## src/rtl/reset_sequencer_if.sv

```systemverilog
// Bundles the reset sequencer's request, acknowledge, watchdog and domain-reset signals.
// The master modport belongs to the sequencer; the slave modport belongs to its environment.
interface reset_sequencer_if #(
  parameter int N_DOM = 3
);
  logic             sw_rst_req;
  logic             sw_rst_ack;
  logic             wdt_kick;
  logic [N_DOM-1:0] dom_rst;
  logic             busy;
  logic             wdt_fired;

  modport master (
    input  sw_rst_req, wdt_kick,
    output sw_rst_ack, dom_rst, busy, wdt_fired
  );

  modport slave (
    output sw_rst_req, wdt_kick,
    input  sw_rst_ack, dom_rst, busy, wdt_fired
  );
endinterface

```

## src/rtl/reset_sequencer.sv

```systemverilog
// Holds all reset domains, then releases them one at a time in index order. It restarts on a software request.
// Define RESET_SEQ_WDT_EN to build in the watchdog, which restarts the sequence when it is not kicked.
module reset_sequencer #(
  parameter int N_DOM       = 3,
  parameter int HOLD_CYC    = 16,
  parameter int GAP_CYC     = 4,
  parameter int WDT_TIMEOUT = 1024
) (
  input  logic               clk,
  input  logic               rst,
  reset_sequencer_if.master  bus
);

  localparam int CNT_MAX = (HOLD_CYC > GAP_CYC) ? HOLD_CYC : GAP_CYC;
  localparam int CNT_W   = $clog2(CNT_MAX + 1);
  localparam logic [CNT_W-1:0] HOLD_LAST = CNT_W'(HOLD_CYC - 1);
  localparam logic [CNT_W-1:0] GAP_LAST  = CNT_W'(GAP_CYC - 1);

  typedef enum logic [1:0] {HOLD, STAGE, RUN} state_e;

  state_e           state_q, state_d;
  logic [CNT_W-1:0] cnt_q, cnt_d;
  logic [N_DOM-1:0] dom_q, dom_d;
  logic             ack_q, ack_d;
  logic             restart;
  logic             wdt_tmo;

`ifdef RESET_SEQ_WDT_EN
  localparam int WDT_W = $clog2(WDT_TIMEOUT + 1);
  localparam logic [WDT_W-1:0] WDT_LAST = WDT_W'(WDT_TIMEOUT - 1);

  logic [WDT_W-1:0] wdt_q, wdt_d;
  logic             fired_q, fired_d;

  // A kick on the timeout edge wins over the timeout.
  assign wdt_tmo = (state_q == RUN) && !bus.wdt_kick && (wdt_q == WDT_LAST);
  assign wdt_d   = ((state_q == RUN) && (state_d == RUN) && !bus.wdt_kick) ? wdt_q + 1'b1 : '0;

  always_ff @(posedge clk) begin
    if (rst) begin
      wdt_q   <= '0;
      fired_q <= 1'b0;
    end else begin
      wdt_q   <= wdt_d;
      fired_q <= fired_d;
    end
  end

  assign bus.wdt_fired = fired_q;
`else
  logic [32:0] unused_wdt;

  assign unused_wdt    = {bus.wdt_kick, 32'(WDT_TIMEOUT)};
  assign wdt_tmo       = 1'b0;
  assign bus.wdt_fired = 1'b0;
`endif

  always_ff @(posedge clk) begin
    if (rst) begin
      state_q <= HOLD;
      cnt_q   <= '0;
      dom_q   <= '1;
      ack_q   <= 1'b0;
    end else begin
      state_q <= state_d;
      cnt_q   <= cnt_d;
      dom_q   <= dom_d;
      ack_q   <= ack_d;
    end
  end

  always_comb begin
    state_d = state_q;
    cnt_d   = cnt_q;
    dom_d   = dom_q;
    ack_d   = 1'b0;
    restart = 1'b0;
`ifdef RESET_SEQ_WDT_EN
    fired_d = 1'b0;
`endif
    case (state_q)
      HOLD, STAGE: begin
        // Shifting zeros in from bit 0 releases the domains strictly in index order.
        if (cnt_q == ((state_q == HOLD) ? HOLD_LAST : GAP_LAST)) begin
          cnt_d   = '0;
          dom_d   = dom_q << 1;
          state_d = (dom_d == '0) ? RUN : STAGE;
        end else begin
          cnt_d = cnt_q + 1'b1;
        end
      end
      RUN: begin
        if (bus.sw_rst_req) begin
          ack_d   = 1'b1;
          restart = 1'b1;
        end else if (wdt_tmo) begin
`ifdef RESET_SEQ_WDT_EN
          fired_d = 1'b1;
`endif
          restart = 1'b1;
        end
      end
      default: state_d = HOLD;
    endcase
    if (restart) begin
      state_d = HOLD;
      cnt_d   = '0;
      dom_d   = '1;
    end
  end

  assign bus.dom_rst    = dom_q;
  assign bus.busy       = |dom_q;
  assign bus.sw_rst_ack = ack_q;

endmodule

```

## src/flat_wrapper.sv

```systemverilog
// flat-port wrapper written by rule: the top's interface ports become plain ports
module reset_sequencer_flat 
#(
  parameter int N_DOM       = 3,
  parameter int HOLD_CYC    = 16,
  parameter int GAP_CYC     = 4,
  parameter int WDT_TIMEOUT = 1024
)
  (clk, rst, bus_sw_rst_req, bus_wdt_kick, bus_sw_rst_ack, bus_dom_rst, bus_busy, bus_wdt_fired);
  reset_sequencer_if #(.N_DOM(N_DOM)) bus_i ();
  input  logic clk;
  input  logic rst;
  input wire logic [$bits(bus_i.sw_rst_req)-1:0] bus_sw_rst_req;
  input wire logic [$bits(bus_i.wdt_kick)-1:0] bus_wdt_kick;
  output wire logic [$bits(bus_i.sw_rst_ack)-1:0] bus_sw_rst_ack;
  output wire logic [$bits(bus_i.dom_rst)-1:0] bus_dom_rst;
  output wire logic [$bits(bus_i.busy)-1:0] bus_busy;
  output wire logic [$bits(bus_i.wdt_fired)-1:0] bus_wdt_fired;
  assign bus_i.sw_rst_req = bus_sw_rst_req;
  assign bus_i.wdt_kick = bus_wdt_kick;
  assign bus_sw_rst_ack = bus_i.sw_rst_ack;
  assign bus_dom_rst = bus_i.dom_rst;
  assign bus_busy = bus_i.busy;
  assign bus_wdt_fired = bus_i.wdt_fired;
  reset_sequencer #(.N_DOM(N_DOM), .HOLD_CYC(HOLD_CYC), .GAP_CYC(GAP_CYC), .WDT_TIMEOUT(WDT_TIMEOUT)) u_core (.clk(clk), .rst(rst), .bus(bus_i));
endmodule
```

## config.mk

```make
export PLATFORM = sky130hd
export DESIGN_NAME = reset_sequencer_flat
export DESIGN_NICKNAME = d
export VERILOG_FILES = /design/src/rtl/reset_sequencer_if.sv /design/src/rtl/reset_sequencer.sv /design/src/flat_wrapper.sv
export SDC_FILE = /design/constraint.sdc
export NUM_CORES = 1
export LEC_CHECK = 0
export CORE_AREA = 2 2 39 41
export CTS_CLUSTER_DIAMETER = 200
export DETAILED_ROUTE_END_ITERATION = 8
export DIE_AREA = 0 0 41 43
export PLACE_DENSITY = 0.75
export SLEW_MARGIN = 20
export SYNTH_ARGS = -nofsm -noshare
export SYNTH_HDL_FRONTEND = slang
export SYNTH_SLANG_ARGS = --single-unit
```

## constraint.sdc

```tcl
create_clock -name clk -period 1.53 [get_ports clk]
set_clock_uncertainty 0.2 [all_clocks]
set_input_delay 0.2295 -clock clk [delete_from_list [all_inputs] [get_ports clk]]
set_output_delay 0.2295 -clock clk [all_outputs]
set_load 0.05 [all_outputs]
```

; Yosys cells after proc, flatten, opt, wreduce, memory -nomap -nowiden
; Cells that the tools add are included.
[totals]
regBits = 11
latchBits = 0
mem_bits_rw = 0
rom_bits = 0
out_inout_bits = 6
mem_count = 0
[op_classes]
add_sub_neg = 1
multipliers = 0
div = 0
n_lt_le_gt_ge = 0
n_eq_ne = 4
shifts = 0
muxes = 7
n_bitwise = 1
reduce_logical = 7
[op_table]
columns = operator, n
row1 = "5-bit by 1-bit adder with 5-bit output, second input constant", 1
row2 = 5-bit equality test, 1
row3 = 5-bit 2-to-1 mux, 1
row4 = 2-bit 2-to-1 mux, 2
row5 = 4-bit 2-to-1 mux, 1
row6 = 2-bit one-hot mux with 2 select lines, 1
row7 = 2-bit AND reduction, 2
row8 = 2-bit OR reduction, 2
row9 = 3-bit logical NOT, 1
row10 = 3-bit OR reduction, 1
row11 = "2-bit by 1-bit equality test with 1-bit output, second input constant", 1
row12 = "2-bit equality test, second input constant", 1
row13 = 2-bit logical NOT, 1
row14 = 1-bit 2-to-1 mux, 2
row15 = "2-bit by 1-bit inequality test with 1-bit output, second input constant", 1
row16 = 1-bit inverter, 1

; Logic depth before layout (Yosys ltp)
[depth]
word_depth = 5
mapped_depth = 5
mapped_depth_nobuf = 5

; Worst setup path before layout
; No wires, ideal clock.
[synth_path]
path_kind = register to output
from = reg u_core.dom_q[1] (netlist: u_core.bus.dom_rst[1])
to = out bus_busy
arrival_time_ns = 1.128
t_required_ns = 1.100
slack_ns = -0.027
path_stages_with_launch = 2
path_buffers = 0
path_cell_list = dfxtp_1 or3_1
[synth_between]
elab_chain_cells = 1
[synth_lines]
columns = item, line_no
row1 = start: declaration, reset_sequencer.sv:23  ; logic [N_DOM-1:0] dom_q, dom_d;
row2 = start signal: assignment, reset_sequencer.sv:67  ; dom_q <= dom_d;
row3 = 3-bit OR reduction, reset_sequencer.sv:113  ; assign bus.busy = |dom_q;
row4 = end: declaration, flat_wrapper.sv:17  ; output wire logic [$bits(bus_i.busy)-1:0] bus_busy;
; Every way passes these cells.

; Worst setup path in the final report
[layout_path]
from = reg u_core.cnt_q[2]
to = reg u_core.state_q[0]
[layout_between]
elab_chain_cells = 3
[layout_lines]
columns = item, line_no
row1 = start: declaration, reset_sequencer.sv:22  ; logic [CNT_W-1:0] cnt_q, cnt_d;
row2 = start signal: assignment, reset_sequencer.sv:66  ; cnt_q <= cnt_d;
row3 = 5-bit equality test, reset_sequencer.sv:84  ; if (cnt_q == ((state_q == HOLD) ? HOLD_LAST : GAP_LAST)) begin
row4 = 2-bit by 1-bit inequality test with 1-bit output (no source line), -
row5 = 2-bit AND reduction (no source line), -
row6 = end signal: assignment, reset_sequencer.sv:65  ; state_q <= state_d;
row7 = end: declaration, reset_sequencer.sv:21  ; state_e state_q, state_d;
; Every way passes these cells.
; A chain may end at the register's enable or synchronous reset.

==> impl_metrics.yaml <==
synthesis:
  synthDistinctLibCells: 27
  synthArstFlopShare: 0
  synth_nets: 62
  avgSynthCellArea_sq_um: 8.80
  synthFlopType: "dfxtp_1"
  synthTopCellsByCount: "dfxtp_1 (11), nand2_1 (8), mux2i_1 (4), nor2_1 (4), nor2b_1 (4)"
  synthCells: 57
  ys_seq_area_frac: 0.439
  ys.warnings.count: 0
  synth_seq_cells: 11
  synth_area_leaders: "dfxtp_1 (44%), mux2i_1 (8.0%), nand2_1 (6.0%), nor2b_1 (5.0%), nor2_1 (3.0%)"
  synth_area_sq_um: 502
  synth_top_cell_area_share: 0.439
  synth-edff-count: 0
  synth_largest_area_cell: "dfxtp_1"
  yosysMostFrequentCell: "dfxtp_1"
cells_and_area:
  multiInputGateArea_sq_um: 295
  fin_nets: 86
  regArea_sq_um: 228
  num-fill-cells: 115
  area_delta_synth_final_pct: 58.1
  num_antenna_cells: 0
  fin_util: 0.573
  final_layout_size_suffix_gt1_frac: 0.413
timing:
  period_share: 1.05
  rsz0062_at_grt: "true"
  tns_ns: -0.356
  finalHoldViolCount: 0
  slew_violations: 0
  setup_ws_ns: -0.0805
  max_freq_ghz: 0.621
  fin_crit_ns: 1.61
  finalSetupViolCount: 7
worst_setup_path:
  path_class: "reg2reg"
  critical_path.startpoint: "u_core.cnt_q[2]"
  critPathArrivalTime_ns: 1.59
  cp-start-kind: "flip-flop"
  r2r_start: "u_core.cnt_q[2]"
  required_ns: 1.51
  cp_max_fo: 4
  cp-end-kind: "flip-flop"
floorplanning:
  io-pin-count: 10
  start_util: 0.363
  die_h_um: 43
  die-area_sq_um: 1760
  rows: 14
  die_w_um: 41
  core_region_area_sq_um: 1380
global_route:
  grt_max_degree: 7
  grt_pass1_vias: 441
  grt_usage: 0.152
  grt_pass1_wl_mm: 1.75
  grt_overflow: 0
  antenna_found_initial: 0
power:
  leakage_nw: 0.335
  ir_drop_mv: 0.510
  power.density_nw_per_um2: 706
clocking:
  cts_max_path_buffers: 2
  cts.sinks: 11
  htree_levels: 1
  numCtsBuffers: 3
  holdBufCountCts: 0
  insertion_delay_ns: 0.28
  cts_tree: "built"
  clk_pin_slew_worst_paths_ns: 0.07
  cts_root_buf: "clkbuf_4"
placement:
  io_buffers: 7
  hpwl_um: 806
  gp_congestion: 0.754
detailed_routing:
  ant_nets: 0
  wl_per_cell_um: 12.5
  wl_mm: 1.20
  via_count: 483
  drc: 0
  drtIter0Drc: 14
  first_pass_iters: 4
  vias_per_cell: 5.03
outcome:
  outcome: "finished with violations"
  violations: "negative setup slack"
worst_hold_path:
  hp-class: "reg2reg"
  holdCritStartpoint: "u_core.cnt_q[2]"
run:
  maxCapViolCount: 0
## what timing repair did
| action | in CTS | in global routing |
|---|---|---|
| endpoints found under the hold margin | 0 | 0 |
| gates cloned | 0 | 0 |
| endpoints found under the setup margin | 6 | 10 |
| gates resized for setup | 4 | 8 |
| pin swaps | 1 | 4 |
| buffers inserted | 0 | 1 |
## logic make-up after synthesis
family | share of synthesized area
AO/OA/AOI/OAI | 0.125
XOR/XNOR | 0.0175
adder cells (fa/ha/maj) | 0.0249
buffers and inverters | 0.0299
flip-flops | 0.439
multiplexers | 0.0798
other | 0.00747
AND/OR/NAND/NOR | 0.277
## where the power goes
group          total, mW  internal (mW)  switching (mW)
Sequential         0.297          0.292         0.00494
Combinational     0.0551         0.0275          0.0275
Clock              0.209          0.101           0.107
## path summary, 6_finish.rpt
check,cells after the start,slack [ns],endpoint
max,6,-0.08,u_core.state_q[0]
min,2,0.30,u_core.cnt_q[2]
max reg2reg,6,-0.08,u_core.state_q[0]
min reg2reg,2,0.30,u_core.cnt_q[2]
## critical path, cell delays in order, from the launching register on
cell,delay (ns)
dfxtp_2,0.34
buf_4,0.14
or2_2,0.30
mux2i_2,0.19
buf_4,0.16
a211oi_2,0.06
o21a_1,0.12
## registers in the layout, indices dropped and copies added (netlist names)
register and cells:
u_core.bus.dom_rst 3, u_core.bus.sw_rst_ack 1, u_core.cnt_q 5, u_core.state_q 2
## stage by stage
step                power, mW  worst slack (ns)  cells  cell area, sq um  hold slack [ns]
CTS                     0.558           -0.0776     95               759            0.289
finish                  0.560           -0.0805     96               793            0.295
floorplan               0.332         0.0000161     57               508            0.101
detailed placement      0.356           -0.0659     91               722            0.298
global placement        0.354           -0.0480     91               722            0.279
global route            0.573            -0.151     96               793            0.317
## placed cells by master, fill, tap and decap left out, drive strengths merged, types with 2 or more instances in the layout
cell type,synthesis,final
nor2,4,4
nand2b,2,2
clkdlybuf4s50,0,2
dfxtp,11,11
buf,1,19
a21oi,2,2
clkbuf,1,4
nor2b,4,4
mux2i,4,4
or3,2,2
o21ai,2,2
nand3,2,2
nand2,8,8
## metal layers
metal,vias up,share of wire,track usage
li1,242,-,-
met1,223,0.44,0.175
met2,14,0.47,0.228
met3,4,0.056,0.0314
met4,0,0.038,0.120
met5,-,0,0
## layout make-up
class,instances,area share
Tap cell,16,0.0252
Clock buffer,4,0.0331
Timing Repair Buffer,21,0.278
Multi-Input combinational cell,43,0.372
Sequential cell,11,0.287
Inverter,1,0.00473
No activity file was read; power rests on OpenSTA's default activity.
